`src/rtl/div_pkg.sv`:
```
// Shared types and constants for the RV32M divide sequencer.
package div_pkg;

    localparam int unsigned XLEN = 32;
    localparam logic [XLEN-1:0] XLEN_MIN = {1'b1, {(XLEN-1){1'b0}}};

    localparam logic [2:0] F3_DIV  = 3'b100;
    localparam logic [2:0] F3_DIVU = 3'b101;
    localparam logic [2:0] F3_REM  = 3'b110;
    localparam logic [2:0] F3_REMU = 3'b111;

    typedef enum logic [2:0] {
        S_IDLE,
        S_ISSUE,
        S_WAIT,
        S_DONE,
        S_DRAIN
    } state_t;

    typedef struct packed {
        logic [XLEN-1:0] rem;
        logic [XLEN-1:0] quo;
    } dout_t;

    // Magnitude of x when interpreted as signed; unchanged for unsigned ops.
    function automatic logic [XLEN-1:0] mag(input logic [XLEN-1:0] x, input logic sgn);
        return (sgn && x[XLEN-1]) ? (~x + 1'b1) : x;
    endfunction

endpackage

```
`src/rtl/div_sign_fix.sv`:
```
// Restores signs on the unsigned core quotient/remainder for DIV and REM.
module div_sign_fix
    import div_pkg::*;
(
    input  logic [XLEN-1:0] q_mag,
    input  logic [XLEN-1:0] r_mag,
    input  logic            is_signed,
    input  logic            a_neg,
    input  logic            b_neg,
    output logic [XLEN-1:0] q,
    output logic [XLEN-1:0] r
);

    assign q = (is_signed && (a_neg ^ b_neg)) ? (~q_mag + 1'b1) : q_mag;
    assign r = (is_signed && a_neg) ? (~r_mag + 1'b1) : r_mag;

endmodule

```
`src/rtl/div_seq_ctrl.sv`:
```
// Sequences a shared unsigned AXI-stream divider core for DIV/DIVU/REM/REMU.
// Optional last-result cache is enabled by defining DIV_RESULT_CACHE_EN.
module div_seq_ctrl
    import div_pkg::*;
#(
    parameter int unsigned WDOG_CYCLES = 64
) (
    input  logic              clk,
    input  logic              reset_n,
    input  logic              ex_is_div,
    input  logic [2:0]        funct3,
    input  logic [XLEN-1:0]   a,
    input  logic [XLEN-1:0]   b,
    input  logic              flush,
    output logic              stall,
    output logic [XLEN-1:0]   result,
    output logic              result_valid,
    output logic              wdog_err,
    output logic              dvd_tvalid,
    input  logic              dvd_tready,
    output logic [XLEN-1:0]   dvd_tdata,
    output logic              dvs_tvalid,
    input  logic              dvs_tready,
    output logic [XLEN-1:0]   dvs_tdata,
    input  logic              dout_tvalid,
    input  logic [2*XLEN-1:0] dout_tdata
);

    localparam int unsigned WCW = $clog2(WDOG_CYCLES + 1);
    localparam logic [WCW-1:0] WDOG_LAST = WCW'(WDOG_CYCLES - 1);

    state_t          state, state_n;
    logic            is_rem, is_rem_n, is_sgn, is_sgn_n;
    logic            a_neg, a_neg_n, b_neg, b_neg_n;
    logic [XLEN-1:0] mag_a, mag_a_n, mag_b, mag_b_n, res_q, res_n;
    logic            dvd_pend, dvd_pend_n, dvs_pend, dvs_pend_n;
    logic            wdog_q, abort;
    logic [WCW-1:0]  wcnt, wcnt_n;
    logic            cap_rem, cap_sgn, cache_hit;
    logic [XLEN-1:0] cache_val, q_fix, r_fix;
    dout_t           dout;

    assign dout    = dout_tdata;
    assign cap_rem = (funct3 == F3_REM) || (funct3 == F3_REMU);
    assign cap_sgn = (funct3 == F3_DIV) || (funct3 == F3_REM);

    div_sign_fix u_sign_fix (
        .q_mag     (dout.quo),
        .r_mag     (dout.rem),
        .is_signed (is_sgn),
        .a_neg     (a_neg),
        .b_neg     (b_neg),
        .q         (q_fix),
        .r         (r_fix)
    );

`ifdef DIV_RESULT_CACHE_EN
    logic            cache_vld, cache_sgn;
    logic [XLEN-1:0] cache_a, cache_b, cache_q, cache_r, op_a, op_b;

    // Only normal core completions populate the cache; a watchdog abort empties it.
    always_ff @(posedge clk or negedge reset_n) begin
        if (!reset_n) begin
            cache_vld <= 1'b0;
            cache_sgn <= 1'b0;
            cache_a   <= '0;
            cache_b   <= '0;
            cache_q   <= '0;
            cache_r   <= '0;
            op_a      <= '0;
            op_b      <= '0;
        end else begin
            if (state == S_IDLE && ex_is_div && !flush) begin
                op_a <= a;
                op_b <= b;
            end
            if (abort) begin
                cache_vld <= 1'b0;
            end else if (state == S_WAIT && dout_tvalid && !flush) begin
                cache_vld <= 1'b1;
                cache_sgn <= is_sgn;
                cache_a   <= op_a;
                cache_b   <= op_b;
                cache_q   <= q_fix;
                cache_r   <= r_fix;
            end
        end
    end

    assign cache_hit = cache_vld && (a == cache_a) && (b == cache_b) && (cap_sgn == cache_sgn);
    assign cache_val = cap_rem ? cache_r : cache_q;
`else
    assign cache_hit = 1'b0;
    assign cache_val = '0;
`endif

    // Next-state and datapath update.
    always_comb begin
        state_n    = state;
        is_rem_n   = is_rem;
        is_sgn_n   = is_sgn;
        a_neg_n    = a_neg;
        b_neg_n    = b_neg;
        mag_a_n    = mag_a;
        mag_b_n    = mag_b;
        res_n      = res_q;
        dvd_pend_n = dvd_pend;
        dvs_pend_n = dvs_pend;
        wcnt_n     = wcnt;
        abort      = 1'b0;
        case (state)
            S_IDLE: begin
                if (ex_is_div && !flush) begin
                    is_rem_n = cap_rem;
                    is_sgn_n = cap_sgn;
                    a_neg_n  = a[XLEN-1];
                    b_neg_n  = b[XLEN-1];
                    mag_a_n  = mag(a, cap_sgn);
                    mag_b_n  = mag(b, cap_sgn);
                    wcnt_n   = '0;
                    if (b == '0) begin
                        res_n   = cap_rem ? a : '1;
                        state_n = S_DONE;
                    end else if (cap_sgn && (a == XLEN_MIN) && (b == '1)) begin
                        res_n   = cap_rem ? '0 : XLEN_MIN;
                        state_n = S_DONE;
                    end else if (cache_hit) begin
                        res_n   = cache_val;
                        state_n = S_DONE;
                    end else begin
                        dvd_pend_n = 1'b1;
                        dvs_pend_n = 1'b1;
                        state_n    = S_ISSUE;
                    end
                end
            end
            S_ISSUE: begin
                if (dvd_tready) dvd_pend_n = 1'b0;
                if (dvs_tready) dvs_pend_n = 1'b0;
                wcnt_n = wcnt + 1'b1;
                if (flush) begin
                    state_n = S_DRAIN;
                end else if (!dvd_pend_n && !dvs_pend_n) begin
                    state_n = S_WAIT;
                end
            end
            S_WAIT: begin
                wcnt_n = wcnt + 1'b1;
                if (dout_tvalid) begin
                    if (flush) begin
                        state_n = S_IDLE;
                    end else begin
                        res_n   = is_rem ? r_fix : q_fix;
                        state_n = S_DONE;
                    end
                end else if (flush) begin
                    state_n = S_DRAIN;
                end
            end
            S_DRAIN: begin
                if (dvd_tready) dvd_pend_n = 1'b0;
                if (dvs_tready) dvs_pend_n = 1'b0;
                wcnt_n = wcnt + 1'b1;
                if (dout_tvalid) begin
                    dvd_pend_n = 1'b0;
                    dvs_pend_n = 1'b0;
                    state_n    = S_IDLE;
                end
            end
            S_DONE:  state_n = S_IDLE;
            default: state_n = S_IDLE;
        endcase
        // Watchdog: abandon the core if it has not finished within the budget.
        if ((state inside {S_ISSUE, S_WAIT, S_DRAIN}) &&
            (state_n inside {S_ISSUE, S_WAIT, S_DRAIN}) && (wcnt == WDOG_LAST)) begin
            abort      = 1'b1;
            state_n    = S_DONE;
            res_n      = '0;
            dvd_pend_n = 1'b0;
            dvs_pend_n = 1'b0;
        end
    end

    always_ff @(posedge clk or negedge reset_n) begin
        if (!reset_n) begin
            state    <= S_IDLE;
            is_rem   <= 1'b0;
            is_sgn   <= 1'b0;
            a_neg    <= 1'b0;
            b_neg    <= 1'b0;
            mag_a    <= '0;
            mag_b    <= '0;
            res_q    <= '0;
            dvd_pend <= 1'b0;
            dvs_pend <= 1'b0;
            wcnt     <= '0;
            wdog_q   <= 1'b0;
        end else begin
            state    <= state_n;
            is_rem   <= is_rem_n;
            is_sgn   <= is_sgn_n;
            a_neg    <= a_neg_n;
            b_neg    <= b_neg_n;
            mag_a    <= mag_a_n;
            mag_b    <= mag_b_n;
            res_q    <= res_n;
            dvd_pend <= dvd_pend_n;
            dvs_pend <= dvs_pend_n;
            wcnt     <= wcnt_n;
            wdog_q   <= wdog_q | abort;
        end
    end

    // The capture-cycle stall must be combinational so the pipeline freezes immediately.
    assign stall        = ((state == S_IDLE) && ex_is_div && !flush) ||
                          (state inside {S_ISSUE, S_WAIT, S_DRAIN});
    assign result_valid = (state == S_DONE) && !flush;
    assign result       = res_q;
    assign wdog_err     = wdog_q;
    assign dvd_tvalid   = dvd_pend;
    assign dvs_tvalid   = dvs_pend;
    assign dvd_tdata    = mag_a;
    assign dvs_tdata    = mag_b;

endmodule

```
`config.mk`:
```
export PLATFORM = sky130hd
export DESIGN_NAME = div_seq_ctrl
export DESIGN_NICKNAME = d
export VERILOG_FILES = /design/src/rtl/div_pkg.sv /design/src/rtl/div_sign_fix.sv /design/src/rtl/div_seq_ctrl.sv
export SDC_FILE = /design/constraint.sdc
export NUM_CORES = 1
export LEC_CHECK = 0
export BUFFER_PORTS_ARGS = -buffer_cell sky130_fd_sc_hd__clkbuf_2
export CORE_MARGIN = 3
export CORE_UTILIZATION = 57
export DETAILED_ROUTE_END_ITERATION = 16
export PLACE_DENSITY_LB_ADDON = 0.2
export SETUP_SLACK_MARGIN = 0.2
export SLEW_MARGIN = 25
export SYNTH_ARGS = -nofsm -noshare
export SYNTH_HDL_FRONTEND = slang
export SYNTH_SLANG_ARGS = --single-unit
```
`constraint.sdc`:
```
create_clock -name clk -period 7.1 [get_ports clk]
set_input_delay 0.71 -clock clk [delete_from_list [all_inputs] [get_ports clk]]
set_output_delay 0.71 -clock clk [all_outputs]
set_load 0.03 [all_outputs]
```
# After elaboration in Yosys (flattened, before gate mapping)
# Index checks and enable logic that the tools add are counted.
[totals]
output_inout_bits = 101
elab_cells = 115
reg_bits = 113
inputBits = 138
[op_classes]
n_bitwise = 6
n_reduce_logical = 31
add_sub_neg = 5
eq_ne = 20
n_mux = 41
[ops]
columns = ["operator", "n"]
rows = [
  ["two-way mux 32 bit", 13],
  ["adder 32 x 1 -> 32 bit (second input constant)", 4],
  ["NOT 32 bit", 4],
  ["equality test 32 bit (second input constant)", 2],
  ["case mux 32 bit (2 select lines)", 1],
  ["zero test 32 bit", 1],
  ["two-way mux 3 bit", 7],
  ["equality test 3 bit (second input constant)", 5],
  ["!= test 3 bit (second input constant)", 5],
  ["case mux 7 bit (2 select lines)", 1],
  ["logical AND 1 bit", 13],
  ["two-way mux 1 bit", 12],
  ["case mux 3 bit (4 select lines)", 1],
  ["equality test 3 x 2 -> 1 bit (second input constant)", 3],
  ["nonzero test 3 bit", 3],
  ["adder 7 x 1 -> 7 bit (second input constant)", 1],
  ["equality test 7 x 6 -> 1 bit (second input constant)", 1],
  ["two-way mux 7 bit", 1],
  ["equality test 3 x 1 -> 1 bit (second input constant)", 2],
  ["two-way mux 2 bit", 3],
  ["case mux 1 bit (3 select lines)", 2],
  ["AND reduction 5 bit", 1],
  ["!= test 4 bit (second input constant)", 1],
  ["AND reduction 2 bit", 2],
  ["10 further kinds", 14],
]

# Longest topological paths before layout
[depth]
ltp_word = 14
ltp_mapped = 10
mapped_depth_nobuf = 9

# Hierarchy
# A second synthesis with hierarchy kept.
[hier_totals]
cells_unflattened = 994
area_unflattened_um2 = 8400.6
[by_module_without_submodules]
columns = ["mod", "area_per_inst_um2", "seq_area_each_um2", "instances", "cells_each"]
rows = [
  ["div_seq_ctrl", 6875.3, 2827.7, 1, 762],
  ["div_sign_fix", 1525.2, 0.0, 1, 232],
]

# Least setup slack after synthesis
# OpenSTA, ideal clock, no wires.
[synth_path]
path_type = "input port to flip-flop"
startpoint = "in a[3]"
endpoint = "reg res_q[29], in the netlist result[29]"
slack_ps = 3887
path_stages = 8
arrival_time_ps = 3092
t_required_ps = 6979
setup_ps = 121
path_buffers = 1
path_cell_list = "or4_1 -> nor4b_2 -> nand4b_4 -> or4_4 -> a21oi_4 -> a21oi_2 -> buf_6 -> a22o_1"
[synth_between]
elab_chain_cells = 13
elab_cells_between_ends = 20
classes_between = "eq/ne: 8; mux: 5; reduce/logical: 7"
[synth_rtl]
columns = ["item", "line", "text"]
rows = [
  ["from (decl)", "div_seq_ctrl.sv:12", "input logic [XLEN-1:0] a,"],
  ["equality test 32 bit *", "div_seq_ctrl.sv:124", "end else if (cap_sgn && (a == XLEN_MIN) && (b == '1)) begin"],
  ["logical AND 1 bit * (2 in a row)", "div_seq_ctrl.sv:124", ""],
  ["two-way mux 2 bit", "div_seq_ctrl.sv:124", ""],
  ["two-way mux 2 bit", "div_seq_ctrl.sv:121", "if (b == '0) begin"],
  ["two-way mux 3 bit", "div_seq_ctrl.sv:113", "if (ex_is_div && !flush) begin"],
  ["case mux 3 bit (4 select lines)", "div_seq_ctrl.sv:111", "case (state)"],
  ["equality test 3 x 1 -> 1 bit (tied with other cells)", "div_seq_ctrl.sv:175", "(state_n inside {S_ISSUE, S_WAIT, S_DRAIN}) && (wcnt == WDOG_LAST)) begin"],
  ["nonzero test 3 bit", "div_seq_ctrl.sv:175", ""],
  ["logical AND 1 bit", "div_seq_ctrl.sv:174", "if ((state inside {S_ISSUE, S_WAIT, S_DRAIN}) &&"],
  ["logical AND 1 bit", "div_seq_ctrl.sv:175", ""],
  ["!= test 4 bit (no source line) (tied with other cells)", "-", ""],
  ["AND reduction 5 bit (no source line)", "-", ""],
  ["to (signal assigned)", "div_seq_ctrl.sv:206", "res_q <= res_n;"],
  ["to (decl)", "div_seq_ctrl.sv:35", "logic [XLEN-1:0] mag_a, mag_a_n, mag_b, mag_b_n, res_q, res_n;"],
]
# Every way passes the cells marked *; elsewhere a longest branch is shown, timed or not.
# A chain may end at the register's enable or synchronous reset.

# Final worst setup path
[layout_path]
startpoint = "in b[12]"
endpoint = "reg res_q[5], in the netlist result[5]"
[layout_between]
elab_chain_cells = 12
elab_cells_between_ends = 23
classes_between = "eq/ne: 8; mux: 8; reduce/logical: 7"
[layout_rtl]
columns = ["item", "line", "text"]
rows = [
  ["from (decl)", "div_seq_ctrl.sv:13", "input logic [XLEN-1:0] b,"],
  ["equality test 32 bit", "div_seq_ctrl.sv:124", ""],
  ["logical AND 1 bit", "div_seq_ctrl.sv:124", ""],
  ["two-way mux 2 bit", "div_seq_ctrl.sv:124", ""],
  ["two-way mux 2 bit", "div_seq_ctrl.sv:121", ""],
  ["two-way mux 3 bit", "div_seq_ctrl.sv:113", ""],
  ["case mux 3 bit (4 select lines)", "div_seq_ctrl.sv:111", ""],
  ["equality test 3 x 1 -> 1 bit (tied with other cells)", "div_seq_ctrl.sv:175", ""],
  ["nonzero test 3 bit", "div_seq_ctrl.sv:175", ""],
  ["logical AND 1 bit", "div_seq_ctrl.sv:174", ""],
  ["logical AND 1 bit", "div_seq_ctrl.sv:175", ""],
  ["!= test 4 bit (no source line) (tied with other cells)", "-", ""],
  ["AND reduction 5 bit (no source line)", "-", ""],
]
# Parallel ways exist; a longest one is shown, timed or not. The select of a mux whose other input is x is not followed.

==> out/metrics.cfg <==
[outcome]
run_status = finished, final reports clean

[die]
initial_utilization_pct = 58.5
die_x_microns = 123
row_count = 42
num_io_pins = 239
die_outline_area_sq_um = 15100
die_y_microns = 123
core_area_sq_um = 13300

[clock_network]
cts_buffers = 17
cts_repair_resize_count = 0
worst_setup_hold_path_clk_slew_ps = 50
cts_root_buf = sky130_fd_sc_hd__clkbuf_16
cts_max_path_buffers = 2
htree_levels = 4
postCtsSetupRepairBufs = 0
cts_num_sinks = 113
cts_tree = done
clock_latency_ps = 410
total_of_hold_buffers_inserted_after_clock_tree_synthesis = 0

[synthesis]
synth.lib_cells_used.distinct = 62
synth.yosys.warnings = 0
syn-mean-instance-area_sq_um = 8.23
synth_top_flop_cell = sky130_fd_sc_hd__dfrtp_1
post_synth_inst_count = 944
synth.yosys.seq_area_share_pct = 36.4
synth.top_cell.area_share_pct = 36.4
post-synth-top-count-cell = sky130_fd_sc_hd__nand2_1
postSynthRegisterBits = 113
synthArstFlopShare_pct = 100
synthesis.area_sq_um = 7770
synth_common_cells = 147 x sky130_fd_sc_hd__nand2_1, 113 x sky130_fd_sc_hd__dfrtp_1, 106 x sky130_fd_sc_hd__o21ai_0
postSynthNetCount = 1088
netlist.top_cell.by_area = sky130_fd_sc_hd__dfrtp_1
synth_edf_count = 0
synth_top_cells_by_area = sky130_fd_sc_hd__dfrtp_1 36%, sky130_fd_sc_hd__nand2_1 7.1%, sky130_fd_sc_hd__o21ai_0 6.8%

[cells_and_area]
number_of_inserted_filler_cells_in_the_final_layout = 1062
antenna_cells = 0
drive_above_1_share_pct = 25.9
syn_to_final_growth_pct = 23.3
design.final.nets = 1298
stdcell_area_sq_um = 9590

[drt]
dr.pass1.iters = 7
totalWireLength_microns = 25700
total_via_count_after_detailed_routing = 8365
detail_route.drc_violations = 0
first_iter_violations = 1040
ant_nets = 0
average_routed_wire_per_standard_cell_microns = 19.2
detail_route.vias_per_cell = 6.23

[placement]
place_ws_ps = 2790
numPortBuffers = 238
place_congestion = 0.957
estimated_wirelength_of_the_detail_placed_design_microns = 19400
place_area_sq_um = 9030

[setup_path]
critical_path.max_stage_delay_ps = 750
slowest_stage = sky130_fd_sc_hd__a21oi_4
data_arrival_time_of_the_critical_path_ps = 4350
crit_path_cell_chain = clkbuf_2 -> or4_4 -> or4_4 -> nor3_1 -> a31oi_1 -> a21oi_4 -> nand2_2 -> o22ai_1
critPathKind = in -> reg
timing.reg2reg.setup_slack_ps = 3340
critPathLaunchType = input pin
timing.critical_path.to_type = register
critical_path.n_buffers_inverters = 1
timing.rr.end = result[5]$_DFFE_PN0P_
rr_worst_depth = 6
crit_path_max_fanout = 27
critical-path-top-delay-family = simple AND/OR/NAND/NOR gates
timing.critical_path.required_ps = 7410
worst_setup_path_startpoint = b[12]
crit-reg2reg-launch = state[2]$_DFF_PN0_
crit_path_frequent_cell = sky130_fd_sc_hd__or4_4

[sta]
fin_tns_setup_ps = 0
maxClockFrequency_ghz = 0.248
layout_worst_path_cycle_share_pct = 56.8
worst_pin_slew_ps = 973
rsz_0062_raised_after_global_routing = false
slew_headroom_pct = 34.7
finalCriticalPeriod_ps = 4030
finalHoldViolations = 0
timing.final.setup_violations = 0
clock-skew-final_ps = 13.8
drv_slew = 0
finalWorstSetupSlack_ps = 3070

[power]
peakVddDrop_mv = 0.220
proportion_of_power_drawn_by_the_clock_network_pct = 23.2
power_density_nw_per_um2 = 360
power.internal_mw = 1.87
power.switching_fraction_pct = 45.8
switching_power_mw = 1.58
power.share.combinational_pct = 45.2
total_leakage_power_nw = 4.26
share_seq_of_total_power_pct = 31.6

[global_route]
grt_use_total_pct = 34.1
via_count_of_the_first_global_routing_pass = 7615
grt_first_pass_wirelength_microns = 40400
grt.overflow.total = 0
grt_antenna_before_repair = 0
largest_net_degree_at_the_start_of_global_routing = 76

[min_path]
timing.hold.worst.class = in -> async

[job]
cap_violations = 0

final cells by class:
| cell class | count | area, sq um | share of cell area, % |
|---|---|---|---|
| clock buffers | 21 | 470 | 4.91 |
| clock inverters | 10 | 86.3 | 0.901 |
| inverters | 15 | 56.3 | 0.587 |
| multi-input cells | 763 | 4690 | 48.9 |
| flip-flops and latches | 113 | 2830 | 29.5 |
| well taps | 176 | 220 | 2.30 |
| repair buffers | 244 | 1240 | 12.9 |
cells by family after synthesis:
logic type	count (synthesis)	synth area share, %
simple gates	355	22.3
compound gates	288	24.0
xor+xnor	114	12.8
flops	113	36.4
buf+inv	68	3.56
fa+ha+maj	6	0.966
metal layers:
layer  share of wire, %  vias to the layer above  global-route usage (%)
met2                 47                      519                    54.2
met4                3.8                        0                    13.2
met1                 40                     3898                    46.2
met5                  0                        -                       0
li1                   -                     3869                       -
met3                9.8                       79                    6.64
per-stage QoR:
stage / cells / hold WS (ps) / power, mW / utilization [%]
after floorplan: 944 / 414 / 2.11 / -
after global placement: 1311 / 460 / 2.61 / 67.9
after detailed placement: 1311 / 464 / 2.64 / 67.9
after CTS: 1342 / 287 / 3.45 / 72.1
after global routing: 1342 / 304 / 3.65 / 72.1
final: 1342 / 277 / 3.46 / 72.1
placed cells by master (no fill, tap or decap), drive strengths merged, types with 3 or more instances in the layout:
cell	instances
nor4	13
clkinv	6
a32o	5
or3	9
dfrtp	113
nand3	18
nand2b	8
nand3b	4
o41ai	13
nor2b	6
o31a	3
xor2	59
o211ai	8
nand2	148
nor2	68
nor3	25
o22ai	19
clkinvlp	3
inv	15
nand4	11
and2	8
o221ai	12
ha	6
a41oi	3
a21oi	53
nand4b	3
a22o	7
o21ai	107
or4	21
o31ai	27
or2	5
buf	7
xnor2	55
a31oi	16
clkbuf	258
worst max path at each step:
stage | endpoint | depth (start not counted)
floorplan | result[29]$_DFFE_PN0P_ | 8
global route | result[5]$_DFFE_PN0P_ | 8
detailed placement | result[8]$_DFFE_PN0P_ | 8
finish | result[5]$_DFFE_PN0P_ | 8
global placement | result[14]$_DFFE_PN0P_ | 8
CTS | result[5]$_DFFE_PN0P_ | 8
registers in the layout, indices dropped and copies added, names as in the netlist:
name and flops:
b_neg 1, dvs_tvalid 1, state 3, wcnt 7, is_rem 1, is_sgn 1
result 32, dvd_tvalid 1, dvd_tdata 32, a_neg 1, wdog_err 1, dvs_tdata 32
power by group through the flow:
stage                     clock (mW)  sequential (mW)  combinational [mW]
final                          0.803             1.09                1.56
after global routing           0.837             1.12                1.69
after CTS                      0.804             1.09                1.56
after detailed placement           0             1.09                1.55
after global placement             0             1.09                1.52
after floorplan                    0             1.50               0.613
(Power assumes the default switching activity.)
